===== src/rtl/mipi_phy_ser.sv =====
// MIPI D-PHY single-lane HS transmit sequencer: LP-01/LP-00 entry, HS zero/sync, data, trail, exit.
// Optional MIPI_TX_POLARITY_EN adds md_polarity, which inverts every HS byte driven on q.
module mipi_phy_ser #(
    parameter int unsigned LPX_CYCLES   = 4,
    parameter int unsigned PREP_CYCLES  = 4,
    parameter int unsigned ZERO_CYCLES  = 8,
    parameter int unsigned TRAIL_CYCLES = 4
) (
    input  logic       clk,
    input  logic       reset,
    input  logic [7:0] din,
    input  logic       din_valid,
    input  logic       din_last,
    output logic       din_ready,
    input  logic [7:0] lp_gap,
`ifdef MIPI_TX_POLARITY_EN
    input  logic       md_polarity,
`endif
    output logic [7:0] q,
    output logic       hs_en,
    output logic       lp_p,
    output logic       lp_n,
    output logic       busy,
    output logic       underrun
);

    localparam int unsigned LpxN   = (LPX_CYCLES == 0) ? 1 : LPX_CYCLES;
    localparam int unsigned PrepN  = (PREP_CYCLES == 0) ? 1 : PREP_CYCLES;
    localparam int unsigned ZeroN  = (ZERO_CYCLES == 0) ? 1 : ZERO_CYCLES;
    localparam int unsigned TrailN = (TRAIL_CYCLES == 0) ? 1 : TRAIL_CYCLES;
    localparam int unsigned MaxA   = (LpxN > PrepN) ? LpxN : PrepN;
    localparam int unsigned MaxB   = (ZeroN > TrailN) ? ZeroN : TrailN;
    localparam int unsigned MaxN   = (MaxA > MaxB) ? MaxA : MaxB;
    localparam int unsigned CntW   = (MaxN < 2) ? 1 : $clog2(MaxN);

    typedef enum logic [2:0] {
        StIdle, StLpx, StPrep, StZero, StSync, StData, StTrail, StExit
    } state_e;

    state_e          state_q, state_d;
    logic [CntW-1:0] cnt_q, cnt_d;
    logic [7:0]      gap_q, gap_d;
    logic            lastb0_q, lastb0_d;
    logic            ready_q, ready_d;
    logic            underrun_q, underrun_d;
    logic [7:0]      byte_q, byte_d;
    logic            hs_en_q, hs_en_d;
    logic            lp_p_q, lp_p_d;
    logic            lp_n_q, lp_n_d;
    logic            busy_q, busy_d;
    logic [7:0]      raw_d;
    logic            pol;

`ifdef MIPI_TX_POLARITY_EN
    assign pol = md_polarity;
`else
    assign pol = 1'b0;
`endif

    always_comb begin
        state_d    = state_q;
        cnt_d      = cnt_q;
        gap_d      = gap_q;
        lastb0_d   = lastb0_q;
        ready_d    = 1'b0;
        underrun_d = 1'b0;
        raw_d      = 8'h00;
        unique case (state_q)
            StIdle: begin
                if (gap_q != 8'hFF) gap_d = gap_q + 8'd1;
                // The current IDLE cycle counts toward the gap: lp_gap=N gives exactly N IDLE cycles.
                if (din_valid && (({1'b0, gap_q} + 9'd1) >= {1'b0, lp_gap})) begin
                    state_d = StLpx;
                    cnt_d   = CntW'(LpxN - 1);
                end
            end
            StLpx: begin
                if (cnt_q == '0) begin
                    state_d = StPrep;
                    cnt_d   = CntW'(PrepN - 1);
                end else begin
                    cnt_d = cnt_q - 1'b1;
                end
            end
            StPrep: begin
                if (cnt_q == '0) begin
                    state_d = StZero;
                    cnt_d   = CntW'(ZeroN - 1);
                end else begin
                    cnt_d = cnt_q - 1'b1;
                end
            end
            StZero: begin
                if (cnt_q == '0) begin
                    state_d  = StSync;
                    ready_d  = 1'b1;
                    lastb0_d = 1'b0;
                end else begin
                    cnt_d = cnt_q - 1'b1;
                end
            end
            StSync, StData: begin
                if (!ready_q) begin
                    state_d = StTrail;
                    cnt_d   = CntW'(TrailN - 1);
                end else if (din_valid) begin
                    state_d  = StData;
                    ready_d  = !din_last;
                    lastb0_d = din[0];
                    raw_d    = din;
                end else begin
                    state_d    = StTrail;
                    cnt_d      = CntW'(TrailN - 1);
                    underrun_d = 1'b1;
                end
            end
            StTrail: begin
                if (cnt_q == '0) begin
                    state_d = StExit;
                end else begin
                    cnt_d = cnt_q - 1'b1;
                end
            end
            StExit: begin
                state_d = StIdle;
                gap_d   = 8'h00;
            end
        endcase

        case (state_d)
            StSync:  raw_d = 8'hB8;
            StTrail: raw_d = {8{~lastb0_d}};
            default: ;
        endcase

        hs_en_d = state_d inside {StZero, StSync, StData, StTrail};
        byte_d  = raw_d ^ {8{pol & hs_en_d}};
        lp_p_d  = (state_d == StIdle) || (state_d == StExit);
        lp_n_d  = lp_p_d || (state_d == StLpx);
        busy_d  = (state_d != StIdle);
    end

    always_ff @(posedge clk) begin
        if (reset) begin
            state_q    <= StIdle;
            cnt_q      <= '0;
            gap_q      <= 8'h00;
            lastb0_q   <= 1'b0;
            ready_q    <= 1'b0;
            underrun_q <= 1'b0;
            byte_q     <= 8'h00;
            hs_en_q    <= 1'b0;
            lp_p_q     <= 1'b1;
            lp_n_q     <= 1'b1;
            busy_q     <= 1'b0;
        end else begin
            state_q    <= state_d;
            cnt_q      <= cnt_d;
            gap_q      <= gap_d;
            lastb0_q   <= lastb0_d;
            ready_q    <= ready_d;
            underrun_q <= underrun_d;
            byte_q     <= byte_d;
            hs_en_q    <= hs_en_d;
            lp_p_q     <= lp_p_d;
            lp_n_q     <= lp_n_d;
            busy_q     <= busy_d;
        end
    end

    assign din_ready = ready_q;
    assign underrun  = underrun_q;
    assign q         = byte_q;
    assign hs_en     = hs_en_q;
    assign lp_p      = lp_p_q;
    assign lp_n      = lp_n_q;
    assign busy      = busy_q;

endmodule


===== config.mk =====
export PLATFORM = sky130hd
export DESIGN_NAME = mipi_phy_ser
export DESIGN_NICKNAME = d
export VERILOG_FILES = /design/src/rtl/mipi_phy_ser.sv
export SDC_FILE = /design/constraint.sdc
export NUM_CORES = 1
export LEC_CHECK = 0
export BUFFER_PORTS_ARGS = -buffer_cell sky130_fd_sc_hd__buf_2
export CORE_MARGIN = 5
export CORE_UTILIZATION = 36
export DETAILED_ROUTE_END_ITERATION = 12
export SLEW_MARGIN = 20
export SYNTH_ARGS = -nofsm -noshare
export SYNTH_HDL_FRONTEND = slang
export SYNTH_SLANG_ARGS = --single-unit

===== constraint.sdc =====
create_clock -name clk -period 3.1 [get_ports clk]
set_input_delay 0.62 -clock clk [delete_from_list [all_inputs] [get_ports clk]]
set_output_delay 0.62 -clock clk [all_outputs]
set_load 0.01 [all_outputs]

==> results.md, run 1 <==
- H-tree levels: 2
- Total core area: 0.00432 mm2
- Syn Inst Count: 185
- Reg2reg setup slack: 0.36 ns
- Tmin final: 2.74 ns
- Chip width: 76.5 um
- Status: finished clean
- PD cells: 452 mW/mm2
- Critical R2R Capture: lp_p
- Area of the multi-input gates: 920 um2
- RR Startpoint: gap_q[0]
- Worst Hold Path EP: cnt_q[0]
- Startpoint types: register
- Post-synthesis register bit count: 29
- Clock root buffer: clkbuf_8
- Fmax: 0.365 GHz
- DR DRC count: 0
- Total grt overflow: 0
- Post-synthesis sequential area ratio: 36.5%
- Global-route wire length before repair: 6.04 mm
- Layout area overhead: 20.0%
- Synth cell types: 47
- Vias per inst: 5.10
- Antenna-violating nets left: 0
- Most used DFF post-synth: dfxtp_1
- Post_cts resized: 0
- Pin count of the biggest net entering global routing: 17
- Register Area: 581 um2
- Synth Cell Area: 0.00159 mm2
- Top area cells in the synthesized netlist: dfxtp_1, ha_1, nand2_1
- Leak: 0.848 nW
- Die area: 0.00585 mm2
- Hold_buf cts: 0
- EDFF count, synth: 0
- Inserted Clock Buffers: 5
- Layout cell share with drive strength beyond 1: 23.0%
- DRT iter0 DRCs: 17
- Post-synth ARST share: 0%
- Gpl congestion: 0.693
- Final Hold Fails: 0
- Starting Density: 36.8%
- I/O pin cnt: 34
- Syn avg cell area: 8.60 um2
- Cell taking the most area after synthesis: dfxtp_1
- Worst hold slack: 0.457 ns
- Final instance area: 0.00191 mm2
- Pre-antenna DRT Iters: 4
- Skew final: 0.00602 ns
- CTS tree: yes
- Die Height: 76.5 um
- # port buffers: 33
- Syn_nets: 216
- NumNets Final: 252
- Worst slew pin tran: 0.482 ns
- Crit Path Category: reg -> reg
- YS warnings: 0
- RSZ-0062 raised after global routing: no
- Max clock buf depth: 2
- Routed WL: 3.39 mm
- Sinks on Clock Net: 29
- Worst EP required: 3.27 ns
- Filler cell count: 476
- ANT cells: 0
- Hold path cells: 1
- Setup crit end kind: register
- Slew Limit Fails: 0
- Max-cap violations: 0
- Clk pin slew, worst setup/hold paths: 0.06 ns
- Routed len/inst: 12.4 um
- Clock latency on the worst-skew pair: 0.28 ns
- Hold path start: cnt_q[0]
- Post-CTS Setup Inserts: 0
- VDD IR max: 0.254 mV
- Via count: 1397
- Post-layout utilization of the core: 44.2%
- Commonest non-fill, non-tap cell in the layout: buf_2
- Setup TNS: 0 ns
- Worst hold path type: reg -> reg
- Placed Area: 0.00179 mm2
- Crit share post-route: 88.4%
- Detailed placer's ending HPWL: 2.57 mm
- Total GRT Usage: 12.3%
- # rows: 24
- Crit-path max FO: 5
- Reg2reg path depth: 10
- Relative slew slack: 67.8%
- Antenna violations before repair: 0
- Synth top area share: 36.5%
- Commonest non-fill, non-tap cells in the layout: buf_2, dfxtp_1, nand2_1, nor2_1, inv_1
- Vias in the first global route: 1335
- Setup violators final: 0
- Critical path arrival: 2.91 ns
## cell families (layout without fill, tap and decap cells)
kind of cell | after synthesis | count (layout) | synth area share (%)
and+or+nand+nor | 70 | 70 | 22.9
AOI/OAI and AO/OA | 42 | 42 | 18.9
DFF | 29 | 29 | 36.5
buffers and inverters | 20 | 57 | 5.74
adders and majority gates | 11 | 11 | 8.65
xor gates and xnor gates | 11 | 11 | 6.05
muxes | 2 | 2 | 1.26
## worst max-delay path by stage
stage	end	from	depth (start not counted)	slack (ns)
after floorplan	lp_p	gap_q[0]	10	0.57
after global routing	lp_p	gap_q[0]	10	0.14
after CTS	lp_p	gap_q[0]	10	0.34
final	lp_p	gap_q[0]	10	0.36
after global placement	lp_p	gap_q[0]	10	0.43
after detailed placement	lp_p	gap_q[0]	10	0.35
## through the flow
| stage | power, mW | std cells | worst slack (ns) |
|---|---|---|---|
| finish | 0.864 | 274 | 0.359 |
| floorplan | 0.441 | 185 | 0.570 |
| global placement | 0.466 | 266 | 0.426 |
| detailed placement | 0.468 | 266 | 0.348 |
| CTS | 0.877 | 274 | 0.340 |
| global route | 0.904 | 274 | 0.143 |
## state kept, by name, indices dropped and copies added, names as in the netlist
register	cells
din_ready	1
q	8
gap_q	8
hs_en	1
underrun	1
lp_n	1
lp_p	1
lastb0_q	1
state_q	3
busy	1
cnt_q	3
## power by group
| part | switching, mW | internal (mW) | total (mW) | leakage, nW |
|---|---|---|---|---|
| registers | 0.00793 | 0.379 | 0.387 | 0.234 |
| clock network | 0.144 | 0.262 | 0.405 | 0.0585 |
| logic | 0.0379 | 0.0335 | 0.0714 | 0.555 |
## Yosys cell counts (3+ instances only)
library cell and n:
xor2_1 3, o211ai_1 3, nand2_1 19, dfxtp_1 29, ha_1 11, o21ai_0 13
or3_1 3, xnor2_1 8, and2b_1 3, inv_1 15, a21oi_1 9, nor3_1 4
and3_1 3, nand3_1 6, nor2_1 19
## layer usage
metal / part of all wire, % / up-vias / global-route usage, %
met5: 0 / - / 0
met1: 46 / 633 / 15.4
met4: 1.5 / 0 / 4.55
met2: 46 / 30 / 19.3
li1: - / 726 / -
met3: 6.1 / 8 / 4.37
## layout make-up
class	count	area share (%)
clock buffers	7	4.52
clock inverters	1	1.57
inverters	15	2.95
multi-input cells	136	48.1
flip-flops and latches	29	30.4
well taps	52	3.41
repair buffers	34	9.04
## critical path, cell delays in order (launching register included)
cell and delay, ns:
dfxtp_1 0.41, ha_1 0.27, and3_1 0.20, nand3_1 0.12, xnor2_1 0.16, ha_1 0.31, nand3_2 0.09, or3_1 0.38
o221ai_2 0.24, o32ai_2 0.16, a221o_1 0.30
Note: power is estimated with default switching activity, not from simulation.
==> run 2, diff against run 1 <==
--- a/config.mk
+++ b/config.mk
@@ -5,10 +5,10 @@
 export SDC_FILE = /design/constraint.sdc
 export NUM_CORES = 1
 export LEC_CHECK = 0
-export BUFFER_PORTS_ARGS = -buffer_cell sky130_fd_sc_hd__buf_2
-export CORE_MARGIN = 5
+export CORE_MARGIN = 2
 export CORE_UTILIZATION = 36
 export DETAILED_ROUTE_END_ITERATION = 12
+export DONT_BUFFER_PORTS = 1
 export SLEW_MARGIN = 20
 export SYNTH_ARGS = -nofsm -noshare
 export SYNTH_HDL_FRONTEND = slang
==> results.md, run 2 (synthesis gave the netlist of run 1 again) <==
- Status: finished clean
- ANT cells: 0 (unchanged)
- Crit Path Category: reg -> reg
- Final Hold Fails: 0 (unchanged)
- Routed len/inst: 12.8 um (+3.2%)
- Post_cts resized: 0 (unchanged)
- VDD IR max: 0.254 mV (+0.15%)
- CTS tree: yes
- Vias per inst: 5.42 (+6.3%)
- Antenna violations before repair: 0 (unchanged)
- Max-cap violations: 0 (unchanged)
- Detailed placer's ending HPWL: 2.34 mm (-8.7%)
- Setup ws final: 0.359 ns (-0.000584 ns)
- Via count: 1306 (-6.5%)
- # rows: 24 (unchanged)
- Leak: 0.686 nW (-19%)
- Clock latency on the worst-skew pair: 0.28 ns (about the same)
- RSZ-0062 raised after global routing: no
- Vias in the first global route: 1226 (-8.2%)
- Routed WL: 3.08 mm (-9.2%)
- Skew final: 0.00633 ns (+0.000313 ns)
- Layout cell share with drive strength beyond 1: 10.1% (-13 points)
- Area of the multi-input gates: 920 um2 (unchanged)
- Gpl congestion: 0.758 (+9.4%)
- Worst slew pin tran: 0.506 ns (+0.0240 ns)
- Chip width: 70.5 um (-7.8%)
- Starting Density: 37.1% (+0.26 points)
- Setup violators final: 0 (unchanged)
- DR DRC count: 0 (unchanged)
- Total core area: 0.00429 mm2 (-0.69%)
- Fmax: 0.365 GHz (about the same)
- Die Height: 70.5 um (-7.8%)
- Sinks on Clock Net: 29 (unchanged)
- GRT busiest layer: met2
- Antenna-violating nets left: 0 (unchanged)
- NumNets Final: 219 (-13%)
- Global-route wire length before repair: 5.24 mm (-13%)
- DRT iter0 DRCs: 77 (+60)
- Max clock buf depth: 2 (unchanged)
- Worst hold path type: in -> reg
- Hold_buf cts: 0 (unchanged)
- Commonest non-fill, non-tap cell in the layout: dfxtp_1
- Tmin final: 2.74 ns (+0.000584 ns)
- Register Area: 581 um2 (unchanged)
- Total grt overflow: 0 (unchanged)
- Final Power: 0.739 mW (-14%)
- Slew Limit Fails: 0 (unchanged)
- Die area: 0.00497 mm2 (-15%)
- Setup crit end kind: register
- Met1 GRT Util: 15.9% (+0.52 points)
- Filler cell count: 440 (-7.6%)
- Startpoint types: register
- Clk pin slew, worst setup/hold paths: 0.06 ns (about the same)
- PD cells: 431 mW/mm2 (-4.7%)
- Inserted Clock Buffers: 5 (unchanged)
- Total GRT Usage: 13.4% (+1.1 points)
- Clock root buffer: clkbuf_8
- Met2 Use GR: 21.7% (+2.3 points)
- Post-CTS Setup Inserts: 0 (unchanged)
- Commonest non-fill, non-tap cells in the layout: dfxtp_1, nand2_1, nor2_1, inv_1, o21ai_0
- Crit-path max FO: 5 (unchanged)
- Pre-CTS setup slack: 0.354 ns (+0.00604 ns)
- Pin count of the biggest net entering global routing: 17 (unchanged)
- Worst hold slack: 0.400 ns (-0.0574 ns)
- # port buffers: 0 (-100%)
- Setup TNS: 0 ns (unchanged)
- Crit share post-route: 88.4% (about the same)
- Worst EP required: 3.26 ns (about the same)
- I/O pin cnt: 34 (unchanged)
- H-tree levels: 2 (unchanged)
- Layout area overhead: 7.78%
- Relative slew slack: 66.1% (-1.7 points)
- Pre-antenna DRT Iters: 4 (unchanged)
- Critical path arrival: 2.91 ns (about the same)
- Grt met3 use: 4.62% (+0.24 points)
[run 2: cell count changes in the layout (fill, tap and decap cells not counted)]
cell / delta
clkinvlp_4: +1
clkbuf_8: -1
clkinv_2: +2
bufinv_16: -1
clkbuf_1: -1
buf_2: -33
[run 2: final cells by class]
cell class                      instances  area share (%)
Timing Repair Buffer                    1           0.438
Clock inverter                          3            1.02
Tap cell                               52            3.79
Inverter                               15            3.28
Multi-Input combinational cell        136            53.6
Sequential cell                        29            33.8
Clock buffer                            5            4.01
[run 2: final timing paths]
kind | startpoint | end | slack [ns] | cells past startpoint
min | reset | cnt_q[1] | 0.40 | 1
max | gap_q[0] | lp_p | 0.36 | 10
max reg2reg | gap_q[0] | lp_p | 0.36 | 10
min reg2reg | cnt_q[0] | cnt_q[0] | 0.45 | 1
[run 2: through the flow]
step / utilization [%] / area (um2) / std cells
floorplan: - / 1590 / 185
global placement: 37.9 / 1630 / 233
detailed placement: 37.9 / 1630 / 233
CTS: 39.9 / 1720 / 241
global route: 39.9 / 1720 / 241
finish: 39.9 / 1720 / 241
[run 2: report_power, final]
group | internal, mW | total, mW | switching [mW] | leakage, nW
clock network | 0.154 | 0.298 | 0.144 | 0.0439
logic | 0.0248 | 0.0538 | 0.0290 | 0.408
registers | 0.379 | 0.387 | 0.00803 | 0.234
[run 2: routing by layer]
| layer | vias to the layer above | routed length, um | share of wire [%] |
|---|---|---|---|
| met5 | - | 0 | 0 |
| met4 | 0 | 55 | 1.8 |
| met3 | 7 | 217 | 7.0 |
| met2 | 50 | 1400 | 45 |
| met1 | 590 | 1410 | 46 |
| li1 | 659 | - | - |
[run 2: worst max-delay path: stages (launching register included)]
cell and delay [ns]:
dfxtp_1 0.40, ha_1 0.26, and3_1 0.20, nand3_1 0.11, xnor2_1 0.15, ha_1 0.31
nand3_2 0.09, or3_1 0.39, o221ai_2 0.25, o32ai_2 0.16, a221o_1 0.30
